==> config.mk <==
export PLATFORM = sky130hd
export DESIGN_NAME = cic_decim_comb_flat
export DESIGN_NICKNAME = d
export VERILOG_FILES = /design/src/rtl/cic_decim_comb_pkg.sv /design/src/rtl/cic_decim_comb_if.sv /design/src/rtl/cic_decim_comb_comb_stage.sv /design/src/rtl/cic_decim_comb.sv /design/src/flat_wrapper.sv
export SDC_FILE = /design/constraint.sdc
export NUM_CORES = 1
export LEC_CHECK = 0
export BUFFER_PORTS_ARGS = -buffer_cell sky130_fd_sc_hd__buf_4
export CELL_PAD_IN_SITES_DETAIL_PLACEMENT = 1
export CELL_PAD_IN_SITES_GLOBAL_PLACEMENT = 2
export CORE_ASPECT_RATIO = 0.5
export CORE_UTILIZATION = 40
export CTS_CLUSTER_SIZE = 30
export DETAILED_ROUTE_END_ITERATION = 8
export GPL_TIMING_DRIVEN = 0
export PLACE_DENSITY_LB_ADDON = 0.1
export SKIP_LAST_GASP = 1
export SLEW_MARGIN = 5
export SYNTH_ARGS = -nofsm -noshare
export SYNTH_HDL_FRONTEND = slang
export SYNTH_SLANG_ARGS = --single-unit
==> constraint.sdc <==
create_clock -name clk_in -period 3.4 [get_ports clk_in]
set_input_delay 1.02 -clock clk_in [delete_from_list [all_inputs] [get_ports clk_in]]
set_output_delay 1.02 -clock clk_in [all_outputs]
set_load 0.05 [all_outputs]
==> src/rtl/cic_decim_comb_pkg.sv <==
// Shared constants and helpers for the CIC comb/decimate back end.
// The bit-growth helper is shared with the integrator so both sides size DIN_WIDTH identically.
package cic_decim_comb_pkg;

  localparam int MAX_DIFF_DELAY = 2;

  // Register growth of a CIC filter: STAGES * log2(R*M).
  function automatic int cic_growth(input int stages, input int decimation, input int diff_delay);
    return stages * $clog2(decimation * diff_delay);
  endfunction

  function automatic bit diff_delay_ok(input int diff_delay);
    return (diff_delay >= 1) && (diff_delay <= MAX_DIFF_DELAY);
  endfunction

  function automatic int cnt_width(input int decimation);
    return (decimation > 1) ? $clog2(decimation) : 1;
  endfunction

endpackage

==> src/rtl/cic_decim_comb_if.sv <==
// Sample stream into and decimated stream out of the comb back end.
interface cic_decim_comb_if #(
  parameter int DIN_WIDTH  = 32,
  parameter int DOUT_WIDTH = 32
);
  logic signed [DIN_WIDTH-1:0]  din;
  logic                         din_valid;
  logic signed [DOUT_WIDTH-1:0] dout;
  logic                         dout_valid;

  modport master (output din, output din_valid, input dout, input dout_valid);
  modport slave  (input din, input din_valid, output dout, output dout_valid);
endinterface

==> src/rtl/cic_decim_comb_comb_stage.sv <==
// One comb section y[n] = x[n] - x[n-DIFF_DELAY], advancing only on a valid pulse.
module comb_stage #(
  parameter int WIDTH      = 32,
  parameter int DIFF_DELAY = 1
) (
  input  logic                    clk_in,
  input  logic                    rst_n,
  input  logic signed [WIDTH-1:0] din,
  input  logic                    din_valid,
  output logic signed [WIDTH-1:0] dout,
  output logic                    dout_valid
);

  logic signed [WIDTH-1:0] dl_q [DIFF_DELAY];
  logic signed [WIDTH-1:0] data_p1_q;
  logic signed [WIDTH-1:0] data_p1_d;
  logic                    vld_p1_q;

  // Same-width subtraction: wraps modulo 2^WIDTH as CIC arithmetic requires.
  always_comb begin
    data_p1_d = din - dl_q[DIFF_DELAY-1];
  end

  // ---- stage boundary: comb output register ----
  always_ff @(posedge clk_in) begin
    if (!rst_n) begin
      vld_p1_q  <= 1'b0;
      data_p1_q <= '0;
      for (int i = 0; i < DIFF_DELAY; i++) dl_q[i] <= '0;
    end else begin
      vld_p1_q <= din_valid;
      if (din_valid) begin
        data_p1_q <= data_p1_d;
        dl_q[0]   <= din;
        for (int i = 1; i < DIFF_DELAY; i++) dl_q[i] <= dl_q[i-1];
      end
    end
  end

  assign dout       = data_p1_q;
  assign dout_valid = vld_p1_q;

endmodule

==> src/rtl/cic_decim_comb.sv <==
// CIC back end: keeps one of every DECIMATION valid samples and runs it through STAGES
// pipelined comb sections; dout is the top DOUT_WIDTH bits of the last comb.
module cic_decim_comb
  import cic_decim_comb_pkg::*;
#(
  parameter int DIN_WIDTH  = 32,
  parameter int DOUT_WIDTH = 32,
  parameter int STAGES     = 3,
  parameter int DECIMATION = 8,
  parameter int DIFF_DELAY = 1
) (
  input logic              clk_in,
  input logic              rst_n,
  cic_decim_comb_if.slave  bus
);

  localparam int                CNT_W    = cnt_width(DECIMATION);
  localparam logic [CNT_W-1:0]  CNT_LAST = CNT_W'(DECIMATION - 1);

  if (!diff_delay_ok(DIFF_DELAY)) begin : g_bad_diff_delay
    $error("cic_decim_comb: DIFF_DELAY must be 1 or 2");
  end
  if (DOUT_WIDTH > DIN_WIDTH) begin : g_bad_dout_width
    $error("cic_decim_comb: DOUT_WIDTH must not exceed DIN_WIDTH");
  end
  if (STAGES < 1 || DECIMATION < 1) begin : g_bad_stages
    $error("cic_decim_comb: STAGES and DECIMATION must be at least 1");
  end

  function automatic logic signed [DOUT_WIDTH-1:0] trunc_out(input logic signed [DIN_WIDTH-1:0] x);
    return x[DIN_WIDTH-1 -: DOUT_WIDTH];
  endfunction

  logic [CNT_W-1:0]            cnt_q;
  logic [CNT_W-1:0]            cnt_d;
  logic                        dec_stb;
  logic signed [DIN_WIDTH-1:0] data_p0_q;
  logic                        vld_p0_q;

  always_comb begin
    cnt_d   = cnt_q;
    dec_stb = 1'b0;
    if (bus.din_valid) begin
      if (cnt_q == CNT_LAST) begin
        cnt_d   = '0;
        dec_stb = 1'b1;
      end else begin
        cnt_d = cnt_q + 1'b1;
      end
    end
  end

  // ---- stage boundary: decimator / sample capture ----
  always_ff @(posedge clk_in) begin
    if (!rst_n) begin
      cnt_q     <= '0;
      vld_p0_q  <= 1'b0;
      data_p0_q <= '0;
    end else begin
      cnt_q    <= cnt_d;
      vld_p0_q <= dec_stb;
      if (dec_stb) data_p0_q <= bus.din;
    end
  end

  logic signed [DIN_WIDTH-1:0] stg_data [STAGES+1];
  logic                        stg_vld  [STAGES+1];

  assign stg_data[0] = data_p0_q;
  assign stg_vld[0]  = vld_p0_q;

  // ---- stage boundaries: one per comb section ----
  for (genvar k = 1; k <= STAGES; k++) begin : g_comb
    comb_stage #(
      .WIDTH      (DIN_WIDTH),
      .DIFF_DELAY (DIFF_DELAY)
    ) u_comb (
      .clk_in     (clk_in),
      .rst_n      (rst_n),
      .din        (stg_data[k-1]),
      .din_valid  (stg_vld[k-1]),
      .dout       (stg_data[k]),
      .dout_valid (stg_vld[k])
    );
  end

  assign bus.dout       = trunc_out(stg_data[STAGES]);
  assign bus.dout_valid = stg_vld[STAGES];

endmodule

==> src/flat_wrapper.sv <==
// flat-port wrapper written by rule: the top's interface ports become plain ports
module cic_decim_comb_flat import cic_decim_comb_pkg::*;
#(
  parameter int DIN_WIDTH  = 32,
  parameter int DOUT_WIDTH = 32,
  parameter int STAGES     = 3,
  parameter int DECIMATION = 8,
  parameter int DIFF_DELAY = 1
)
  (clk_in, rst_n, bus_din, bus_din_valid, bus_dout, bus_dout_valid);
  cic_decim_comb_if #(.DIN_WIDTH(DIN_WIDTH), .DOUT_WIDTH(DOUT_WIDTH)) bus_i ();
  input logic clk_in;
  input logic rst_n;
  input wire logic [$bits(bus_i.din)-1:0] bus_din;
  input wire logic [$bits(bus_i.din_valid)-1:0] bus_din_valid;
  output wire logic [$bits(bus_i.dout)-1:0] bus_dout;
  output wire logic [$bits(bus_i.dout_valid)-1:0] bus_dout_valid;
  assign bus_i.din = bus_din;
  assign bus_i.din_valid = bus_din_valid;
  assign bus_dout = bus_i.dout;
  assign bus_dout_valid = bus_i.dout_valid;
  cic_decim_comb #(.DIN_WIDTH(DIN_WIDTH), .DOUT_WIDTH(DOUT_WIDTH), .STAGES(STAGES), .DECIMATION(DECIMATION), .DIFF_DELAY(DIFF_DELAY)) u_core (.clk_in(clk_in), .rst_n(rst_n), .bus(bus_i));
endmodule
Yosys cells after proc, flatten, opt, wreduce, memory -nomap -nowiden
Memories as Yosys holds them, arrays and structs flattened.
Index checks and enable logic that the tools add are counted.
Widths: inputs -> output; s select.
{"block": "op_classes", "mux": 19, "eq_ne": 1, "n_lt_le_gt_ge": 0, "n_div": 0, "n_mul": 0, "n_reduce_logical": 3, "add_sub_neg": 4, "n_bitwise": 0, "shifts": 0}
{"cell": "$mux 32", "count": 3}
{"cell": "$reduce_or 32->1", "count": 3}
{"cell": "$sub 32x32->32", "count": 3}
{"cell": "$mux 1", "count": 15}
{"cell": "$add 3x1->3 const B", "count": 1}
{"cell": "$eq 3x3->1 const B", "count": 1}
{"cell": "$mux 3", "count": 1}
{"block": "word_totals", "mem_bits_ro": 0, "latchBits": 0, "word_cells": 39, "ram_bits": 96, "register_bits": 135, "mem_count": 3}
{"memory": "u_core.g_comb[1].u_comb.dl_q", "words": 1, "word_bits": 32, "read_ports": 1, "rd_clocked_by_memory_dff": 0, "write_ports": 1, "line_no": "cic_decim_comb_comb_stage.sv:14", "source": "logic signed [WIDTH-1:0] dl_q [DIFF_DELAY];"}
{"memory": "u_core.g_comb[2].u_comb.dl_q", "words": 1, "word_bits": 32, "read_ports": 1, "rd_clocked_by_memory_dff": 0, "write_ports": 1, "line_no": "cic_decim_comb_comb_stage.sv:14"}
{"memory": "u_core.g_comb[3].u_comb.dl_q", "words": 1, "word_bits": 32, "read_ports": 1, "rd_clocked_by_memory_dff": 0, "write_ports": 1, "line_no": "cic_decim_comb_comb_stage.sv:14"}

Longest topological paths before layout
Gate-level depths: netlist of run 1.
{"block": "logic_depth", "depth_word": 5, "mapped_depth": 12, "mapped_depth_nobuf": 12}

By module
A second synthesis of run 1 with hierarchy kept.
{"block": "hier_totals", "hier_cells": 1521, "area_unflattened_um2": 13915.8}
{"module": "comb_stage (u_core.g_comb[1].u_comb)", "instances": 1, "area_each_um2": 4304.1, "seq_area_each_um2": 1621.6, "cells_each": 477}
{"module": "comb_stage (u_core.g_comb[2].u_comb)", "instances": 1, "area_each_um2": 4116.4, "seq_area_each_um2": 1621.6, "cells_each": 448}
{"module": "comb_stage (u_core.g_comb[3].u_comb)", "instances": 1, "area_each_um2": 4033.9, "seq_area_each_um2": 1621.6, "cells_each": 434}
{"module": "cic_decim_comb", "instances": 1, "area_each_um2": 1461.4, "seq_area_each_um2": 720.7, "cells_each": 162}

Worst setup path after synthesis of run 1
Ideal clock, no wire load.
{"block": "synth_timing", "kind": "reg2reg", "start": "reg u_core.data_p0_q[0]", "end": "reg u_core.g_comb[1].u_comb.data_p1_q[28]", "slack_ns": 0.446, "stages_incl_launch_ff": 13, "arrival_ns": 2.880, "period_less_slack_ns": 2.954, "t_required_ns": 3.326, "setup_time_ns": 0.074, "path_cell_list": "dfxtp_1 -> inv_1 -> ha_1 -> fa_1 -> nand2b_1 -> a21oi_1 -> o31a_4 -> o311ai_4 -> a2111o_1 -> a21oi_2 -> a21oi_2 -> or4_1 -> a31oi_1"}
{"block": "synth_between", "elab_chain_cells": 1}
{"element": "start, declared", "line_no": "cic_decim_comb.sv:37", "source": "logic signed [DIN_WIDTH-1:0] data_p0_q;"}
{"element": "start signal, assigned", "line_no": "cic_decim_comb.sv:62", "source": "if (dec_stb) data_p0_q <= bus.din;"}
{"element": "$sub 32x32->32", "line_no": "cic_decim_comb_comb_stage.sv:21", "source": "data_p1_d = din - dl_q[DIFF_DELAY-1];"}
{"element": "end signal, assigned", "line_no": "cic_decim_comb_comb_stage.sv:33", "source": "data_p1_q <= data_p1_d;"}
{"element": "end, declared", "line_no": "cic_decim_comb_comb_stage.sv:15", "source": "logic signed [WIDTH-1:0] data_p1_q;"}
No other way between the ends.
A chain may end at the register's enable or synchronous reset.

Worst setup path in the final report of run 1
{"block": "layout_timing", "start": "in rst_n", "end": "mem u_core.g_comb[3].u_comb.dl_q[0][5], enable pin"}
{"block": "layout_between", "elab_chain_cells": 4, "word_cells_on_any_way": 5}
{"element": "start, declared", "line_no": "flat_wrapper.sv:13", "source": "input logic rst_n;"}
{"element": "$mux 1", "line_no": "cic_decim_comb_comb_stage.sv:26", "source": "if (!rst_n) begin"}
{"element": "$mux 1 (not written as such)", "line_no": "cic_decim_comb_comb_stage.sv:34", "source": "dl_q[0] <= din;"}
{"element": "$reduce_or 32->1 (no source line)"}
{"element": "$mux 1 (no source line) *"}
{"element": "end, declared", "line_no": "cic_decim_comb_comb_stage.sv:14"}
Mark *: on every way between the ends. The rest lies on a longest branch, timed or not.

==> flow_metrics.py, run 1 <==
metrics = {
    "routing": {
        "wl_met2_um": 15000,
        "dr.pass1.iters": 4,
        "wirelength_um": 34900,
        "topRoutingLayerUsed": "met4",
        "drt.antenna.violating_nets": 0,
        "drtIter0Drc": 460,
        "drc": 0,
        "wl_met3_um": 1030,
        "viasPerCell": 5.29,
        "dr_total_vias": 10200,
        "wl_met1_um": 18500,
        "wire_per_inst_um": 18.1,
    },
    "placement": {
        "dp.final_hpwl_um": 26900,
        "gp_congestion": 0.875,
        "portBuffers": 66,
        "dpl_worst_slack_ns": -0.576,
    },
    "timing": {
        "period_share_pct": 95.3,
        "hold_viol_final": 0,
        "setup_viol_count_final": 0,
        "slew_viol_final": 0,
        "relSlewSlack_pct": 39.4,
        "fin_skew_ns": 0.00878,
        "worstMarginPinSlew_ns": 0.909,
        "rsz0062_at_grt": "true",
        "fin_hold_ws_ns": 0.453,
        "fmax_ghz": 0.309,
        "final.min_clock_period_ns": 3.24,
        "worst_slack_ns": 0.160,
        "fin_setup_tns_ns": 0,
    },
    "global_routing": {
        "track_usage_pct": 20.9,
        "grt_pass1_vias": 10400,
        "gr-total-overflow": 0,
        "antenna_found_initial": 0,
        "grt_max_degree": 34,
        "grt_pass1_wl_um": 55800,
    },
    "yosys": {
        "synth_flop_cell": "dfxtp_1",
        "synth_edf_count": 96,
        "syn_inst": 1380,
        "async_reset_ff_share_pct": 0,
        "yosysWarnings": 0,
        "netlist_area_sq_mm": 0.0131,
        "synthDistinctLibCells": 78,
        "synth_top_area_share_pct": 22.1,
        "synth_top_area_cell": "edfxtp_1",
        "yosysSeqAreaShare_pct": 42.7,
        "syn_nets": 1513,
        "syn_avg_cell_area_sq_um": 9.47,
        "synth_area_leaders": "edfxtp_1, dfxtp_1, ha_1, and3_1, inv_1",
        "ys_ff_latch": 231,
    },
    "floorplan": {
        "die-area_sq_mm": 0.0334,
        "io_pins": 68,
        "core_sq_mm": 0.0319,
        "start_util_pct": 41.0,
        "die_h_um": 130,
        "rows": 46,
        "chipWidth_um": 258,
    },
    "worst_setup_path": {
        "reg2reg_from": "u_core.g_comb[1].u_comb.dout[0]",
        "startpoint": "rst_n",
        "path_cells": "clkbuf_1, inv_1, nor2_1, clkdlybuf4s15_1, clkinvlp_4",
        "rrSetupSlack_ns": 0.17,
        "slowest_stage": "clkdlybuf4s15_1",
        "arrival_ns": 3.38,
        "max_stage_delay_ns": 0.66,
        "cp-endpoint": "u_core.g_comb[3].u_comb.dl_q[0][5]",
        "reg2reg_depth": 12,
        "critPathMaxFanout": 16,
        "worstSetupPathType": "primary input to flop",
        "r2r_end": "u_core.g_comb[2].u_comb.dout[30]",
        "startpoint_type": "primary input",
        "required_ns": 3.54,
        "worstSetupEndpointType": "flop",
    },
    "outcome": {
        "status": "complete, no violations",
    },
    "cells_and_area": {
        "drive_above_1_share_pct": 9.62,
        "fin_nets": 1612,
        "syn_to_final_growth_pct": 15.0,
        "final_cell_mix": "dfxtp_1, inv_1, nor2_1",
        "finish.utilization_pct": 47.1,
        "diodes": 0,
        "final_common_cell": "dfxtp_1",
    },
    "clock_network": {
        "cts_tree": "done",
        "clock_path_buffers": 3,
        "clk-insertion-delay-late_ns": 0.53,
        "clk_pin_slew_ns": 0.06,
        "cts_buffers": 24,
        "clockRootBuffer": "clkbuf_16",
        "clock_sinks": 231,
        "h-tree-depth": 1,
    },
    "power": {
        "ir_drop_uv": 304,
        "powerDensity_mw_per_mm2": 402,
        "leakage_nw": 6.80,
    },
    "run": {
        "maxCapViolCount": 0,
    },
    "worst_hold_path": {
        "holdCritPathClass": "flop to flop",
    },
}
==> critical path, delay by kind of cell <==
family / cells / cell delay (ns)
simple gates: 1 / 0.24
buf+inv: 4 / 2.10
==> cell families (layout without fill, tap and decap cells) <==
logic type,after synthesis,in the layout,share of synthesized area [%]
compound gates,348,348,18.4
flops,231,231,42.7
fa+ha+maj,98,98,9.56
buf+inv,182,299,5.49
mux,46,46,3.53
xor+xnor,70,70,4.69
simple gates,405,405,15.6
==> stage by stage <==
stage               total power [mW]  instances  instance area, sq um
detailed placement              3.34       1878                 14100
global route                    6.25       1929                 15000
floorplan                       3.21       1380                 13100
finish                          6.04       1929                 15000
global placement                3.33       1878                 14100
CTS                             6.11       1923                 15000
==> final cells by class <==
cell class	count	area, sq um
Timing Repair Buffer	71	533
Sequential cell	231	5590
Multi-Input combinational cell	967	6800
Tap cell	432	541
Clock inverter	9	119
Timing Repair inverter	2	15.0
Inverter	124	477
Buffer	58	258
Clock buffer	35	703
Fill cell	3676	16900
==> worst min path at each step <==
stage	cells after the start	from	endpoint
2_1_floorplan	2	u_core.g_comb[2].u_comb.dout[18]	u_core.g_comb[2].u_comb.dout[18]
3_3_place_gp	2	u_core.g_comb[3].u_comb.dout[20]	u_core.g_comb[3].u_comb.dout[20]
3_5_place_dp	2	u_core.g_comb[3].u_comb.dout[20]	u_core.g_comb[3].u_comb.dout[20]
4_1_cts	2	u_core.g_comb[3].u_comb.dout[29]	u_core.g_comb[3].u_comb.dout[29]
5_1_grt	2	u_core.g_comb[3].u_comb.dout[29]	u_core.g_comb[3].u_comb.dout[29]
6_report	2	u_core.g_comb[3].u_comb.dout[20]	u_core.g_comb[3].u_comb.dout[20]
==> flip-flops by register name, summed over array words and instances (netlist names) <==
| name | flops |
|---|---|
| u_core.g_comb.u_comb.dout | 96 |
| u_core.data_p0_q | 32 |
| u_core.vld_p0_q | 1 |
| u_core.cnt_q | 3 |
| u_core.g_comb.u_comb.dl_q | 96 |
| u_core.g_comb.u_comb.dout_valid | 3 |
==> synth_stat cells, types with 4 or more instances <==
library cell	number
o211ai_1	6
nand2_1	81
ha_1	95
a221o_1	5
inv_1	124
edfxtp_1	96
or3_1	4
clkbuf_1	51
a21o_2	4
mux2i_1	45
a211oi_1	17
nor2b_1	12
dfxtp_1	135
xor2_1	31
nand3_1	20
a31oi_1	9
nand4_1	11
o21ai_0	67
and3_1	98
a21o_1	46
a22o_1	32
a211o_1	8
o21bai_1	10
and2_1	8
nor2_1	117
xnor2_1	39
nand2b_1	15
o31ai_1	5
nor3_1	16
o21a_1	4
a21oi_1	91
==> report_power, final <==
| part | leakage (nW) | switching (mW) | total [mW] | internal, mW |
|---|---|---|---|---|
| combinational | 4.31 | 0.232 | 0.352 | 0.120 |
| sequential | 2.08 | 0.0131 | 2.93 | 2.92 |
| clock | 0.407 | 1.09 | 2.75 | 1.66 |
==> metal layers <==
metal,GRT usage (%),vias up
li1,-,5153
met1,30.3,4898
met2,33.8,112
met3,2.64,35
met4,3.55,0
met5,0,-
==> repair_timing <==
action / CTS / global route
setup buffers: 0 / 5
pin swaps: 0 / 3
cloned: 1 / 1
hold buffers: 0 / 0
resized for setup: 4 / 9
setup endpoints to repair: 33 / 103
Note: power is estimated with default switching activity, not from simulation.
==> run 2, diff against run 1 <==
--- a/config.mk
+++ b/config.mk
@@ -5,11 +5,12 @@
 export SDC_FILE = /design/constraint.sdc
 export NUM_CORES = 1
 export LEC_CHECK = 0
+export ABC_AREA = 1
 export BUFFER_PORTS_ARGS = -buffer_cell sky130_fd_sc_hd__buf_4
 export CELL_PAD_IN_SITES_DETAIL_PLACEMENT = 1
 export CELL_PAD_IN_SITES_GLOBAL_PLACEMENT = 2
 export CORE_ASPECT_RATIO = 0.5
-export CORE_UTILIZATION = 40
+export CORE_UTILIZATION = 33
 export CTS_CLUSTER_SIZE = 30
 export DETAILED_ROUTE_END_ITERATION = 8
 export GPL_TIMING_DRIVEN = 0
==> run 2 against run 1 <==
Setup slack gained 0.39 ns. Sequential power is essentially flat. First-iteration DRC count grew 8.7%. Die area grew 40%. Critical path depth is the same. Synthesized area grew 16%. Largest power group unchanged. Highest routed layer unchanged.
==> flow_metrics.py, run 2 <==
metrics = {
    "outcome": {
        "status": "complete, no violations",
    },
    "yosys": {
        "syn_avg_cell_area_sq_um": 6.44,
        "synth.most_common_cell": "nand2_1",
        "ys_top_cells_by_count": "nand2_1, inv_1, nor2_1, dfxtp_1, nand3_1",
        "syn_nets": 2493,
        "async_reset_ff_share_pct": 0,
        "yosysWarnings": 0,
        "netlist_area_sq_mm": 0.0152,
        "synth_flop_cell": "dfxtp_1",
        "syn_inst": 2360,
        "synthDistinctLibCells": 36,
        "yosysSeqAreaShare_pct": 36.8,
        "synth_top_area_cell": "nand2_1",
        "synth_top_area_share_pct": 19.9,
        "ys_ff_latch": 231,
        "synth_edf_count": 96,
        "synth_area_leaders": "nand2_1, edfxtp_1, dfxtp_1, inv_1, ha_1",
    },
    "floorplan": {
        "rows": 55,
        "die_h_um": 154,
        "die-area_sq_mm": 0.0469,
        "start_util_pct": 33.5,
        "core_sq_mm": 0.0453,
        "io_pins": 68,
        "chipWidth_um": 305,
    },
    "timing": {
        "setup_viol_count_final": 0,
        "fin_setup_tns_ns": 0,
        "relSlewSlack_pct": 25.4,
        "slew_viol_final": 0,
        "period_share_pct": 83.8,
        "final.min_clock_period_ns": 2.85,
        "worst_slack_ns": 0.552,
        "rsz0062_at_grt": "false",
        "fmax_ghz": 0.351,
        "hold_viol_final": 0,
        "worstMarginPinSlew_ns": 1.12,
        "fin_skew_ns": 0.0240,
    },
    "cells_and_area": {
        "final_cell_mix": "nand2_1, inv_1, nor2_1",
        "fin_nets": 2586,
        "drive_above_1_share_pct": 7.04,
        "final_common_cell": "nand2_1",
        "syn_to_final_growth_pct": 13.4,
        "diodes": 0,
        "final_cells": 3070,
    },
    "routing": {
        "wirelength_um": 42500,
        "wire_per_inst_um": 13.8,
        "drc": 0,
        "dr.pass1.iters": 7,
        "drtIter0Drc": 500,
        "drt.antenna.violating_nets": 0,
        "dr_total_vias": 13500,
        "viasPerCell": 4.39,
    },
    "power": {
        "power_mw": 6.01,
        "ir_drop_uv": 255,
        "leakage_nw": 9.03,
        "powerDensity_mw_per_mm2": 349,
    },
    "worst_setup_path": {
        "worstSetupEndpointType": "flop",
        "reg2reg_depth": 3,
        "startpoint_type": "primary input",
        "reg2reg_from": "u_core.g_comb[2].u_comb.dout_valid",
        "rrSetupSlack_ns": 1.07,
        "arrival_ns": 2.95,
        "critPathMaxFanout": 32,
        "worstSetupPathType": "primary input to flop",
        "required_ns": 3.50,
        "r2r_end": "u_core.g_comb[3].u_comb.dl_q[0][7]",
    },
    "worst_hold_path": {
        "hold_end": "u_core.g_comb[3].u_comb.dout[28]",
        "hp-start": "u_core.g_comb[3].u_comb.dout[28]",
        "holdCritPathClass": "flop to flop",
        "whs_path_depth": 2,
    },
    "clock_network": {
        "h-tree-depth": 1,
        "cts_tree": "done",
        "clk_pin_slew_ns": 0.06,
        "cts_resized": 0,
        "clock_path_buffers": 3,
        "clk-insertion-delay-late_ns": 0.56,
        "clockRootBuffer": "clkbuf_16",
        "cts_buffers": 25,
        "cts_setup_buffers": 0,
        "cts_hold_buf": 0,
        "clock_sinks": 231,
    },
    "placement": {
        "dp.final_hpwl_um": 35100,
        "portBuffers": 66,
        "dpl_worst_slack_ns": -0.168,
        "gp_congestion": 0.804,
        "dp.cells": 3024,
    },
    "global_routing": {
        "antenna_found_initial": 0,
        "grt_max_degree": 42,
        "grt_pass1_vias": 13600,
        "gr-total-overflow": 0,
        "grt_pass1_wl_um": 69800,
        "track_usage_pct": 18.5,
    },
    "run": {
        "maxCapViolCount": 0,
    },
}
## run 2: cell count changes after synthesis, sizes merged, moves of 46 or more
cell	before	now
nand2	81	836
nand3	20	117
and3	98	1
inv	124	547
nor2	117	233
a21o	50	4
## run 2: how the worst max path moves through the flow
| stage | startpoint | endpoint | slack [ns] | depth (start not counted) |
|---|---|---|---|---|
| finish | rst_n | u_core.g_comb[3].u_comb.dl_q[0][7] | 0.55 | 5 |
| global route | rst_n | u_core.g_comb[3].u_comb.dl_q[0][8] | 0.25 | 5 |
| CTS | rst_n | u_core.g_comb[3].u_comb.dl_q[0][7] | 0.41 | 5 |
| detailed placement | rst_n | u_core.g_comb[3].u_comb.dl_q[0][1] | -0.17 | 5 |
| global placement | rst_n | u_core.g_comb[3].u_comb.dl_q[0][0] | -0.15 | 5 |
| floorplan | rst_n | u_core.g_comb[3].u_comb.dl_q[0][0] | 0.79 | 5 |
## run 2: final cells by class
| class | instances | area [sq um] |
|---|---|---|
| Buffer | 32 | 163 |
| Inverter | 548 | 2060 |
| Fill cell | 5931 | 28100 |
| Clock inverter | 16 | 123 |
| Timing Repair Buffer | 66 | 495 |
| Tap cell | 598 | 748 |
| Sequential cell | 231 | 5590 |
| Multi-Input combinational cell | 1549 | 7380 |
| Clock buffer | 30 | 664 |
## run 2: stage by stage
stage                     hold slack, ns  utilization, %  instance area (sq um)
after floorplan                    0.447               -                  15200
after global placement             0.439            36.3                  16400
after detailed placement           0.441            36.3                  16400
after CTS                          0.453            38.0                  17200
after global routing               0.464            38.0                  17200
final                              0.449            38.0                  17200
## run 2: worst max-delay path, cell delays in order
cell      delay, ns
buf_4          0.15
inv_1          0.18
nor2_2         0.43
clkbuf_1       0.49
inv_1          0.65
## run 2: kinds of logic (layout without fill, tap and decap cells)
group	after synthesis	after routing	synth area share, %
AO/OA/AOI/OAI	235	235	8.12
XOR/XNOR	4	4	0.231
adder cells (fa/ha/maj)	98	98	8.22
buffers and inverters	580	692	14.6
flip-flops	231	231	36.8
AND/OR/NAND/NOR	1212	1212	32.0
## run 2: per-layer routing
metal / track usage, % / vias to the layer above / routed length (um)
met5: 0 / - / 0
met4: 3.02 / 0 / 586
met3: 2.56 / 37 / 1040
met2: 30.2 / 105 / 18000
met1: 26.3 / 5986 / 22900
li1: - / 7349 / -
## run 2: where the power goes
| group | leakage, nW | internal [mW] | switching (mW) | total (mW) |
|---|---|---|---|---|
| Clock | 0.382 | 1.48 | 1.17 | 2.65 |
| Combinational | 6.57 | 0.127 | 0.286 | 0.413 |
| Sequential | 2.08 | 2.93 | 0.0154 | 2.94 |
